`config.mk`:
```
export PLATFORM = sky130hd
export DESIGN_NAME = prog_truth_table_unit
export DESIGN_NICKNAME = d
export VERILOG_FILES = /design/src/rtl/prog_truth_table_unit.sv
export SDC_FILE = /design/constraint.sdc
export NUM_CORES = 1
export LEC_CHECK = 0
export BUFFER_PORTS_ARGS = -buffer_cell sky130_fd_sc_hd__buf_4
export CAP_MARGIN = 20
export CORE_MARGIN = 1.5
export CORE_UTILIZATION = 25
export CTS_CLUSTER_DIAMETER = 60
export DETAILED_ROUTE_END_ITERATION = 8
export GPL_TIMING_DRIVEN = 0
export PLACE_DENSITY = 0.54
export SLEW_MARGIN = 15
export SYNTH_ARGS = -nofsm -noshare
export SYNTH_HDL_FRONTEND = slang
export SYNTH_SLANG_ARGS = --single-unit
```
`constraint.sdc`:
```
create_clock -name clock -period 1.21 [get_ports clock]
set_clock_uncertainty 0.05 [all_clocks]
set_input_delay 0 -clock clock [delete_from_list [all_inputs] [get_ports clock]]
set_output_delay 0 -clock clock [all_outputs]
set_load 0.005 [all_outputs]
```
`src/rtl/prog_truth_table_unit.sv`:
```
// Run-time programmable N_IN-input truth-table evaluator with a registered result
// path and a serially loaded shadow table that commits atomically.
module prog_truth_table_unit #(
    parameter int                   N_IN          = 3,
    parameter logic [(1<<N_IN)-1:0] DEFAULT_TABLE = 8'b1101_0101
) (
    input  logic                   clock,
    input  logic                   reset_b,

    input  logic                   in_valid,
    input  logic [N_IN-1:0]        in_data,
    input  logic                   in_en,
    output logic                   out_valid,
    output logic                   out_e,
    output logic                   out_f,

    input  logic                   cfg_start,
    input  logic                   cfg_valid,
    input  logic                   cfg_bit,
    output logic                   cfg_busy,
    output logic                   cfg_done,
    output logic [(1<<N_IN)-1:0]   table_out
);

    localparam int DEPTH = 1 << N_IN;

    typedef enum logic [1:0] {
        RUN,
        LOAD,
        COMMIT
    } state_t;

    typedef logic [N_IN:0] cnt_t;

    localparam cnt_t LAST_IDX = cnt_t'(DEPTH - 1);

    state_t           state_q,  state_d;
    logic [DEPTH-1:0] table_q,  table_d;
    logic [DEPTH-1:0] shadow_q, shadow_d;
    cnt_t             cnt_q,    cnt_d;
    logic             busy_q,   busy_d;
    logic             done_q,   done_d;

    logic             valid_q;
    logic             e_q;
    logic             f_q;

    // NOTE: every signal assigned here gets a default first, so no path leaves
    // a value unassigned and no latch is inferred.
    always_comb begin
        state_d  = state_q;
        table_d  = table_q;
        shadow_d = shadow_q;
        cnt_d    = cnt_q;
        done_d   = 1'b0;

        unique case (state_q)
            RUN: begin
                if (cfg_start) begin
                    state_d  = LOAD;
                    cnt_d    = '0;
                    shadow_d = '0;
                end
            end
            LOAD: begin
                // A restart wins over a bit offered in the same cycle.
                if (cfg_start) begin
                    cnt_d    = '0;
                    shadow_d = '0;
                end else if (cfg_valid) begin
                    shadow_d[cnt_q[N_IN-1:0]] = cfg_bit;
                    cnt_d                     = cnt_q + cnt_t'(1);
                    if (cnt_q == LAST_IDX) begin
                        state_d = COMMIT;
                    end
                end
            end
            COMMIT: begin
                table_d = shadow_q;
                done_d  = 1'b1;
                state_d = RUN;
            end
            default: begin
                state_d = RUN;
            end
        endcase

        busy_d = (state_d != RUN);
    end

    // NOTE: sequential state uses non-blocking assignments so every register
    // samples the pre-edge values, independent of statement order.
    always_ff @(posedge clock) begin
        if (!reset_b) begin
            state_q  <= RUN;
            table_q  <= DEFAULT_TABLE;
            shadow_q <= '0;
            cnt_q    <= '0;
            busy_q   <= 1'b0;
            done_q   <= 1'b0;
        end else begin
            state_q  <= state_d;
            table_q  <= table_d;
            shadow_q <= shadow_d;
            cnt_q    <= cnt_d;
            busy_q   <= busy_d;
            done_q   <= done_d;
        end
    end

    // Evaluation reads table_q, so a result sampled on the commit edge still
    // sees the old table.
    always_ff @(posedge clock) begin
        if (!reset_b) begin
            valid_q <= 1'b0;
            e_q     <= 1'b0;
            f_q     <= 1'b0;
        end else begin
            valid_q <= in_valid;
            if (in_valid) begin
                e_q <= table_q[in_data];
                f_q <= table_q[in_data] & in_en;
            end
        end
    end

    assign out_valid = valid_q;
    assign out_e     = e_q;
    assign out_f     = f_q;
    assign cfg_busy  = busy_q;
    assign cfg_done  = done_q;
    assign table_out = table_q;

endmodule

```
Word level (Yosys, flattened, before mapping)
Cells that the tools add are included.
Widths: inputs -> output; s select.
- bits in registers: 27
- logic and storage cells: 43
- add/subtract/negate cells: 1
- $lt $le $gt $ge: 3
- eq/ne operators: 5
- muxes and demuxes: 19
- bitwise gates (word level): 1
- reduce and logical (&&, ||, !) cells: 5
- operators by type and width (kind ; number):
    $mux 8 ; 3
    $pmux 8 s2 ; 1
    $mux 4 ; 3
    $bwmux 8 ; 1
    $lt 3x4->1 const B ; 2
    $mux 2 ; 4
    $pmux 4 s2 ; 1
    $add 4x1->4 const B ; 1
    $eq 4x3->1 const B ; 1
    $pmux 2 s2 ; 1
    $reduce_bool 2->1 ; 2
    $bmux 1 s3 ; 1
    $demux 1 s3 ; 1
    $ge 3x1->1 const B ; 1
    $mux 1 ; 3
    $ne 3x3->1 const B ; 1
    $reduce_and 3->1 ; 1
    $eq 2x1->1 const B ; 1
    $eq 2x2->1 const B ; 1
    $logic_not 2->1 ; 1
    $ne 2x2->1 const B ; 1
    $and 1x1->1 ; 1
    $logic_and 1x1->1 ; 1

Longest topological paths before layout
Gate-level depths: netlist (run 1).
- word-level depth: 8
- mapped depth: 5
- gate-level depth less buffers: 4

Least setup slack after synthesis (run 1)
OpenSTA, ideal clock, no wires.
- kind: reg-to-reg
- start: register state_q[0]
- end: register cnt_q[1]
- arrival: 1.107 ns
- setup slack: -0.066 ns
- stages on the path, launching flop included: 5
- clock period less this slack: 1.276 ns
- cell sequence: dfxtp_1 -> a21oi_1 -> or2_2 -> a22oi_1 -> nor2b_1
- longest elaborated chain between the ends: 3
- elaborated cells on any way between the ends: 7
- those cells by class: 3 x eq/ne; 1 x mux; 3 x reduce/logical
- ends and longest elaborated chain (element ; RTL line ; source):
    from (decl) ; 37 ; state_t state_q, state_d;
    from (signal assigned) ; 102 ; state_q <= state_d;
    $eq 2x1->1 / $logic_not 2->1 (equally long branches) ; 57 ; unique case (state_q)
    $ne 3x3->1 (no line) (tied with other cells) ; - ;
    $reduce_and 3->1 (no line) ; - ;
    to (signal assigned) ; 105 ; cnt_q <= cnt_d;
    to (decl) ; 40 ; cnt_t cnt_q, cnt_d;
Several ways; a longest one is shown, not always the timed one.
A chain may end at the register's enable or synchronous reset.

Worst setup path in the final report (run 1)
- start: register state_q[1]
- end: register shadow_q[3]
- longest elaborated chain between the ends: 3
- elaborated cells on any way between the ends: 7
- those cells by class: 3 x eq/ne; 1 x mux; 3 x reduce/logical
- ends and longest elaborated chain (element ; RTL line ; source):
    $eq 2x1->1 / $logic_not 2->1 (equally long branches) ; 57 ;
    $ne 3x3->1 (no line) (tied with other cells) ; - ;
    $reduce_and 3->1 (no line) ; - ;
    to (signal assigned) ; 104 ; shadow_q <= shadow_d;
    to (decl) ; 39 ; logic [DEPTH-1:0] shadow_q, shadow_d;
Several ways; a longest one is shown, not always the timed one.

==> results of run 1 <==
registers in the layout, summed over array words and instances (netlist names):
name and flops:
cnt_q 4, shadow_q 8, cfg_busy 1, out_e 1, state_q 2, table_out 8
cfg_done 1, out_valid 1, out_f 1
power groups by stage:
stage / combinational, mW / sequential, mW / clock [mW]
6_report: 0.173 / 0.906 / 0.523
3_5_place_dp: 0.143 / 0.933 / 0
4_1_cts: 0.168 / 0.912 / 0.542
5_1_grt: 0.192 / 0.908 / 0.563
2_1_floorplan: 0.0741 / 0.932 / 0
3_3_place_gp: 0.142 / 0.933 / 0
cell type report:
class                   count  area [um^2]  area share [%]
clock buffers               3        41.29           2.383
well taps                  67        83.83           4.838
clock inverters             1        5.005          0.2888
inverters                   2        7.507          0.4332
multi-input cells         109        765.7           44.19
flip-flops and latches     27        556.8           32.13
repair buffers             29        230.2           13.29
plain buffers               6        42.54           2.455
stage by stage:
step / std cells / TNS, ns / worst slack [ns] / total power, mW
3_5_place_dp: 235 / -1.595 / -0.1841 / 1.076
6_report: 244 / -0.3544 / -0.06026 / 1.603
4_1_cts: 244 / -0.4243 / -0.08773 / 1.622
5_1_grt: 244 / -1.153 / -0.1368 / 1.663
2_1_floorplan: 146 / -0.0003576 / -0.0001192 / 1.006
3_3_place_gp: 235 / -1.526 / -0.2002 / 1.075
final timing paths:
check | endpoint | startpoint | depth (start not counted)
worst max-delay path | shadow_q[3]$_SDFFE_PN0P_ | state_q[1]$_SDFF_PN0_ | 5
worst min-delay path | out_e$_SDFFE_PN0P_ | in_data[2] | 3
worst max register to register | shadow_q[3]$_SDFFE_PN0P_ | state_q[1]$_SDFF_PN0_ | 5
worst min register to register | out_e$_SDFFE_PN0P_ | out_e$_SDFFE_PN0P_ | 2
worst max-delay path, stage by stage, from the launching register on:
cell and delay [ns]:
dfxtp_2 0.34, buf_6 0.13, or3b_4 0.40, a21oi_2 0.11, o21ai_1 0.06, a21boi_1 0.11
repair_timing:
item / 4_1_cts / 5_1_grt
endpoints found under the hold margin: 8 / 0
setup buffers: 2 / 0
pin swaps: 7 / 6
hold buffers: 5 / 0
gates cloned: 0 / 0
gates resized for setup: 22 / 18
endpoints found under the setup margin: 23 / 17
layer usage:
metal | global-route usage, % | wire (um)
met2 | 16.77 | 1257
met5 | 0 | 0
met3 | 2.981 | 158
met4 | 2.675 | 29
met1 | 15.94 | 1415
kinds of logic after synthesis:
logic type / count (synthesis)
simple gates: 67
flops: 27
buf+inv: 10
mux: 4
fa+ha+maj: 1
compound gates: 37
placed cells by master (no fill, tap or decap), drive strengths merged, types with 5 or more instances in the layout:
master / Yosys / layout
o21a: 5 / 5
buf: 3 / 27
dlygate4sd3: 0 / 5
nand2: 21 / 21
a21boi: 11 / 11
clkbuf: 5 / 6
o21ai: 11 / 11
nor2b: 6 / 6
nand3: 7 / 7
nor2: 8 / 8
dfxtp: 27 / 27
==> results.cfg, run 1 <==
[status]
status = complete, but fails checks
violations = setup timing

[power]
combinationalPowerShare_pct = 10.8
power.density_nw_per_um2 = 924.8
peakVddDrop_mv = 0.5446
p_leak_nw = 0.6574
power_frac_clock_pct = 32.7
p_sw_mw = 0.3864
seqPwrFrac_pct = 56.5
p_int_mw = 1.216
netSwitchingFraction_pct = 24.11

[logic_synthesis]
syn_nets = 157
synth_top_area_share_pct = 42.65
synth_common_cells = dfxtp_1, nand2_1, nor2_1, o21ai_0
synth_top_area_cell = dfxtp_1
synthArstFlopShare_pct = 0
synth_cell_types = 36
synth_compound_area_share_pct = 19.15
yosys_warnings = 0
synth_cells = 146
synth_top_family_by_area = simple AND/OR/NAND/NOR gates
yosys.area_share.xor_xnor_pct = 0
synthSimpleGateAreaFrac_pct = 30.70
synthesis.area_um2 = 1267
ys_seq_area_share_pct = 42.65
yosysMostFrequentCell = dfxtp_1
synth_seq_cells = 27
synth-edff-count = 0
synthFlopType = dfxtp_1
synthTopCellsByArea = dfxtp_1, nand2_1, a21boi_0
synth_fa_ha_area_share_pct = 0.9872
syn_avg_cell_area_um2 = 8.681
synth_mux_area_share_pct = 3.258

[clocking]
cts_sinks = 27
cts_buffers = 3
tritoncts = done
path_clk_slew_ns = 0.09
clk_latency_ns = 0.27
root_buffer = clkbuf_8
cts_buffer_depth = 2
h-tree-depth = 1

[layout]
drive_gt1_share_pct = 33.90
final_net_count = 189
fin_area_um2 = 1733
fin_util_pct = 35.97
fillerInstances = 532
antenna_cells = 0
area_growth_syn_to_layout_pct = 36.72

[floorplanning]
die_width_um = 74.20
die_h_um = 74.20
rows = 25
die-area_um2 = 5506
io_pins = 23
core-area_um2 = 4817
start_util_pct = 26.31

[setup_path]
critPathArrivalTime_ns = 1.44
cp-end-kind = flip-flop
required_ns = 1.38
start_kind = flip-flop
critPathMaxFanout = 9
r2r_slack_ns = -0.06
criticalPathCategory = reg -> reg

[route]
drc = 0
routed_wl_mm = 2.860
routedWlPerCell_um = 11.72
dr.first_iter.drc_count = 30
drt_pass1_iterations = 4
vias = 1121
antenna_left = 0
via_per_inst = 4.594

[global_route]
grt_pass1_vias = 1044
track_usage_pct = 11.18
grt_max_degree = 16
grt_pass1_wl_mm = 4.809
antenna_found_initial = 0
grt_remaining_overflow = 0

[sta]
worstMarginPinSlew_ns = 0.4445
setup_viol = 10
slew_viol_final = 0
hold_slack_ns = 0.04153
grt_setup_unrepaired = yes
relSlewSlack_pct = 70.37
finalHoldViolations = 0
period_share_pct = 105.0
setup_ws_ns = -0.06026
period_needed_ns = 1.270
max_freq_mhz = 787.2

[placed_design]
post_dp_cell_area_um2 = 1523
dp_hpwl_mm = 2.097
gp_congestion = 0.8241
place.port_buffers = 22

[flow_run]
maxCapViolations = 0

[worst_hold_path]
min_path_type = in -> reg
Power figures use the tool's default switching activity.
==> run 2, diff against run 1 <==
--- a/config.mk
+++ b/config.mk
@@ -7,12 +7,12 @@
 export LEC_CHECK = 0
 export BUFFER_PORTS_ARGS = -buffer_cell sky130_fd_sc_hd__buf_4
 export CAP_MARGIN = 20
+export CORE_ASPECT_RATIO = 1.2
 export CORE_MARGIN = 1.5
 export CORE_UTILIZATION = 25
 export CTS_CLUSTER_DIAMETER = 60
 export DETAILED_ROUTE_END_ITERATION = 8
 export GPL_TIMING_DRIVEN = 0
-export PLACE_DENSITY = 0.54
 export SLEW_MARGIN = 15
 export SYNTH_ARGS = -nofsm -noshare
 export SYNTH_HDL_FRONTEND = slang
==> constraint.sdc (replaced) <==
create_clock -name clock -period 1.5 [get_ports clock]
set_clock_uncertainty 0.05 [all_clocks]
set_input_delay 0 -clock clock [delete_from_list [all_inputs] [get_ports clock]]
set_output_delay 0 -clock clock [all_outputs]
set_load 0.005 [all_outputs]
==> run 2 against run 1 <==
Net effect: the flow now finishes without violations; final area fell by 6.9%; critical endpoint is now shadow_q[7]$_SDFFE_PN0P_; highest routed layer unchanged; wire length is 3.6% lower; final cell count decreased by 2.9%; sequential share of layout area rose by 1.4 points; sequential cell count unchanged; critical path depth is 1 lower; sequential power is 19% lower.
==> results.cfg, run 2 (synthesized netlist as in run 1, its figures left out) <==
[layout]
mostFrequentLayoutCell = dfxtp_1
fin_util_pct = 32.91
mostFrequentLayoutCells = dfxtp_1, buf_4, nand2_1
final_net_count = 189
fillerInstances = 540
fin_area_um2 = 1614
antenna_cells = 0
drive_gt1_share_pct = 20.90
area_growth_syn_to_layout_pct = 27.34

[clocking]
tritoncts = done
path_clk_slew_ns = 0.09
cts_buffer_depth = 2
cts_buffers = 3
cts_sinks = 27
h-tree-depth = 1
clk_latency_ns = 0.27
root_buffer = clkbuf_8

[setup_path]
crit_chain = nand3_1 -> a211oi_1 -> o32ai_1 -> and2_1
start_kind = flip-flop
slowest_delay_ns = 0.44
criticalPathCategory = reg -> reg
critPathArrivalTime_ns = 1.49
critPathMaxFanout = 5
critical-path-slowest-cell = dfxtp_1
required_ns = 1.63
cp-end-kind = flip-flop

[floorplanning]
start_util_pct = 25.84
die_width_um = 68
core-area_um2 = 4905
io_pins = 23
rows = 28
die-area_um2 = 5508
die_h_um = 81

[sta]
period_needed_ns = 1.363
worstMarginPinSlew_ns = 0.4782
slew_viol_final = 0
grt_setup_unrepaired = no
hold_slack_ns = 0.04139
setup_viol = 0
max_freq_mhz = 733.8
tns_ns = 0
finalHoldViolations = 0
relSlewSlack_pct = 68.12
period_share_pct = 90.85

[global_route]
grt_remaining_overflow = 0
grtUsageMet1_pct = 13.34
grt_pass1_wl_mm = 4.747
antenna_found_initial = 0
grt_pass1_vias = 1055
use_met3_pct = 3.186
use_met2_pct = 19.61
top_usage_layer = met2
track_usage_pct = 11.26
grt_max_degree = 17

[route]
drt_pass1_iterations = 4
vias = 1113
via_per_inst = 4.696
dr.first_iter.drc_count = 33
routedWlPerCell_um = 11.64
routed_wl_mm = 2.758
antenna_left = 0
drc = 0

[worst_hold_path]
min_path_type = in -> reg

[status]
status = completed

[power]
netSwitchingFraction_pct = 23.60
p_sw_mw = 0.3034
power_frac_clock_pct = 33.0
combinationalPowerShare_pct = 9.7
peakVddDrop_mv = 0.4855
power.density_nw_per_um2 = 796.3
seqPwrFrac_pct = 57.3
p_int_mw = 0.9819
p_leak_nw = 0.6310

[flow_run]
maxCapViolations = 0

[placed_design]
dp_hpwl_mm = 2.032
place.port_buffers = 22
gp_congestion = 0.8098
post_dp_cell_area_um2 = 1508
[run 2: cell count changes in the layout (fill, tap and decap cells not counted), sizes merged]
| cell | delta |
|---|---|
| dlygate4sd3 | +1 |
| clkinv | -1 |
| buf | -2 |
| clkinvlp | +1 |
| clkbuf | +1 |
[run 2: final cells by class]
type                       instances  area [um^2]  share of cell area [%]
inverter                           2        7.507                  0.4651
clock inverter                     1        7.507                  0.4651
clock buffer                       3        41.29                   2.558
timing repair buffer              28        225.2                   13.95
tap                               60        75.07                   4.651
buffer                             7        30.03                   1.860
multi-input combinational        109        685.7                   42.48
sequential                        27        541.8                   33.57
[run 2: timing repair]
action / CTS / global route
endpoints found under the setup margin: 0 / 11
buffers inserted: 0 / 0
hold buffers: 6 / 0
gates resized for setup: 0 / 1
hold endpoints to repair: 8 / 0
[run 2: worst paths after layout]
path                         start                        to  slack, ns  cells past startpoint
max          cnt_q[1]$_SDFFE_PN0P_  shadow_q[7]$_SDFFE_PN0P_       0.14                      4
min                     in_data[2]        out_e$_SDFFE_PN0P_       0.04                      4
max reg2reg  cnt_q[1]$_SDFFE_PN0P_  shadow_q[7]$_SDFFE_PN0P_       0.14                      4
min reg2reg     out_e$_SDFFE_PN0P_        out_e$_SDFFE_PN0P_       0.41                      2
[run 2: stage by stage]
stage	total power [mW]	setup WS, ns	std cells
2_1_floorplan	0.8096	0.2241	146
3_3_place_gp	0.8657	0.09737	228
3_5_place_dp	0.8659	0.06797	228
4_1_cts	1.305	0.05299	238
5_1_grt	1.342	0.005803	237
6_report	1.285	0.1373	237
[run 2: power groups by stage]
stage	Clock (mW)	Sequential [mW]	Combinational, mW
after global placement	0	0.752	0.114
after detailed placement	0	0.752	0.114
after global routing	0.464	0.738	0.141
after CTS	0.443	0.735	0.127
after floorplan	0	0.751	0.0585
final	0.424	0.736	0.125
[run 2: routing by layer]
| layer | up-vias | wire, um | share of wire [%] |
|---|---|---|---|
| met5 | - | 0 | 0 |
| met4 | 0 | 23 | 0.83 |
| met3 | 2 | 179 | 6.5 |
| met2 | 24 | 1295 | 47 |
| met1 | 515 | 1260 | 46 |
| li1 | 572 | - | - |
[run 2: critical path: cells and delay by family, from the launching register on]
kind	cells	cell delay, ns
compound gates	2	0.45
flops	1	0.44
simple gates	2	0.33
==> run 3, diff against run 2 <==
==> constraint.sdc (replaced) <==
create_clock -name clock -period 1.5 [get_ports clock]
set_clock_uncertainty 0.05 [all_clocks]
set_input_delay 0.075 -clock clock [delete_from_list [all_inputs] [get_ports clock]]
set_output_delay 0.075 -clock clock [all_outputs]
set_load 0.005 [all_outputs]
==> run 3 against run 2 <==
Net effect: via count shrank 2.9%; non-clock buffer count shrank 6; final area shrank 3.7%; first-iteration DRC count is the same; core utilization shrank 1.2 points; total power shrank 0.97%; highest routed layer unchanged; combinational power shrank 9.6%; sequential share of layout area grew 1.3 points; maximum frequency grew 0.21%; register-to-register slack is essentially flat; critical endpoint unchanged; critical path depth is the same; final cell count shrank 2.5%.
==> results.cfg, run 3 (synthesized netlist as in run 1, its figures left out) <==
[status]
status = completed

[power]
netSwitchingFraction_pct = 23.65
power.density_nw_per_um2 = 819.1
combinationalPowerShare_pct = 8.8
p_int_mw = 0.9718
p_sw_mw = 0.3010
seqPwrFrac_pct = 57.8
p_leak_nw = 0.6045
peakVddDrop_mv = 0.4856
power_frac_clock_pct = 33.3

[route]
drt_pass1_iterations = 4
dr.first_iter.drc_count = 33
via_per_inst = 4.680
routedWlPerCell_um = 11.71
vias = 1081
antenna_left = 0
routed_wl_mm = 2.706
drc = 0

[setup_path]
required_ns = 1.63
critical-path-slowest-cell = dfxtp_1
rr_worst_depth = 4
r2r-end = shadow_q[7]$_SDFFE_PN0P_
crit_chain = nand3_1 -> a211oi_1 -> o32ai_1 -> and2_1
cp-end-kind = flip-flop
slowest_delay_ns = 0.44
endpoint = shadow_q[7]$_SDFFE_PN0P_
r2r_slack_ns = 0.14
crit_start = cnt_q[1]$_SDFFE_PN0P_
critPathArrivalTime_ns = 1.49
criticalPathCategory = reg -> reg
critPathMaxFanout = 5
r2r-start = cnt_q[1]$_SDFFE_PN0P_
start_kind = flip-flop

[placed_design]
dp_hpwl_mm = 2.032
place.port_buffers = 22
gp_congestion = 0.8098

[floorplanning]
die-area_um2 = 5508
core-area_um2 = 4905
start_util_pct = 25.84
die_h_um = 81
rows = 28
io_pins = 23
die_width_um = 68

[sta]
tns_ns = 0
slew_viol_final = 0
max_freq_mhz = 735.3
setup_viol = 0
period_share_pct = 90.66
finalHoldViolations = 0
worstMarginPinSlew_ns = 0.4783
relSlewSlack_pct = 68.11
grt_setup_unrepaired = no
period_needed_ns = 1.360

[global_route]
grt_pass1_wl_mm = 4.664
grt_max_degree = 17
antenna_found_initial = 0
track_usage_pct = 11.09
grt_pass1_vias = 1018
grt_remaining_overflow = 0

[clocking]
path_clk_slew_ns = 0.09
tritoncts = done
cts_buffers = 3
holdBufCountCts = 0
h-tree-depth = 1
cts_resized = 0
clk_latency_ns = 0.27
post_cts_buffers = 0
cts_buffer_depth = 2
cts_sinks = 27
root_buffer = clkbuf_8

[layout]
mostFrequentLayoutCell = dfxtp_1
fin_util_pct = 31.68
antenna_cells = 0
final_net_count = 183
fillerInstances = 545
mostFrequentLayoutCells = dfxtp_1, buf_4, nand2_1
area_growth_syn_to_layout_pct = 22.61
drive_gt1_share_pct = 21.64

[flow_run]
maxCapViolations = 0

[worst_hold_path]
whs_path_depth = 3
min_path_type = in -> reg
## run 3: worst min path at each step
| stage | end | from | slack, ns |
|---|---|---|---|
| floorplan | cfg_busy$_SDFF_PN0_ | cfg_start | 0.16 |
| global placement | out_f$_SDFFE_PN0P_ | in_en | 0.31 |
| detailed placement | out_f$_SDFFE_PN0P_ | in_en | 0.30 |
| CTS | out_f$_SDFFE_PN0P_ | in_en | 0.0003 |
| global route | out_valid$_SDFF_PN0_ | in_valid | 0.02 |
| finish | out_f$_SDFFE_PN0P_ | in_en | 0.007 |
## run 3: layer usage
layer,wire (um),share of wire (%),up-vias,global-route usage (%)
met2,1263,47,24,19.03
met4,23,0.85,0,3.000
li1,-,-,559,-
met5,0,0,-,0
met3,165,6.1,2,3.186
met1,1254,46,496,13.34
## run 3: cell type report
type / count / area [um^2] / area share, %
clock inverters: 1 / 7.507 / 0.4831
inverters: 2 / 7.507 / 0.4831
multi-input cells: 109 / 685.7 / 44.12
well taps: 60 / 75.07 / 4.831
plain buffers: 7 / 30.03 / 1.932
flip-flops and latches: 27 / 541.8 / 34.86
repair buffers: 22 / 165.2 / 10.63
clock buffers: 3 / 41.29 / 2.657
## run 3: critical path, delay by kind of cell, from the launching register on
kind,cells,cell delay (ns)
AOI/OAI and AO/OA,2,0.45
DFF,1,0.44
and+or+nand+nor,2,0.33
## run 3: metrics by stage
stage          worst slack [ns]  instances  area [um^2]  power [mW]  hold WS [ns]
5_1_grt                0.005803        231         1554       1.328       0.01559
3_3_place_gp            0.09737        228         1508      0.8657        0.3100
4_1_cts                 0.05299        232         1556       1.293     0.0003274
3_5_place_dp            0.06797        228         1508      0.8659        0.3024
6_report                 0.1401        231         1554       1.273      0.007027
2_1_floorplan            0.2241        146         1267      0.8096        0.1563
## run 3: power by group through the flow
stage	clock network, mW	registers [mW]	logic (mW)
4_1_cts	0.443	0.735	0.114
2_1_floorplan	0	0.751	0.0585
3_3_place_gp	0	0.752	0.114
6_report	0.424	0.736	0.113
5_1_grt	0.464	0.738	0.127
3_5_place_dp	0	0.752	0.114
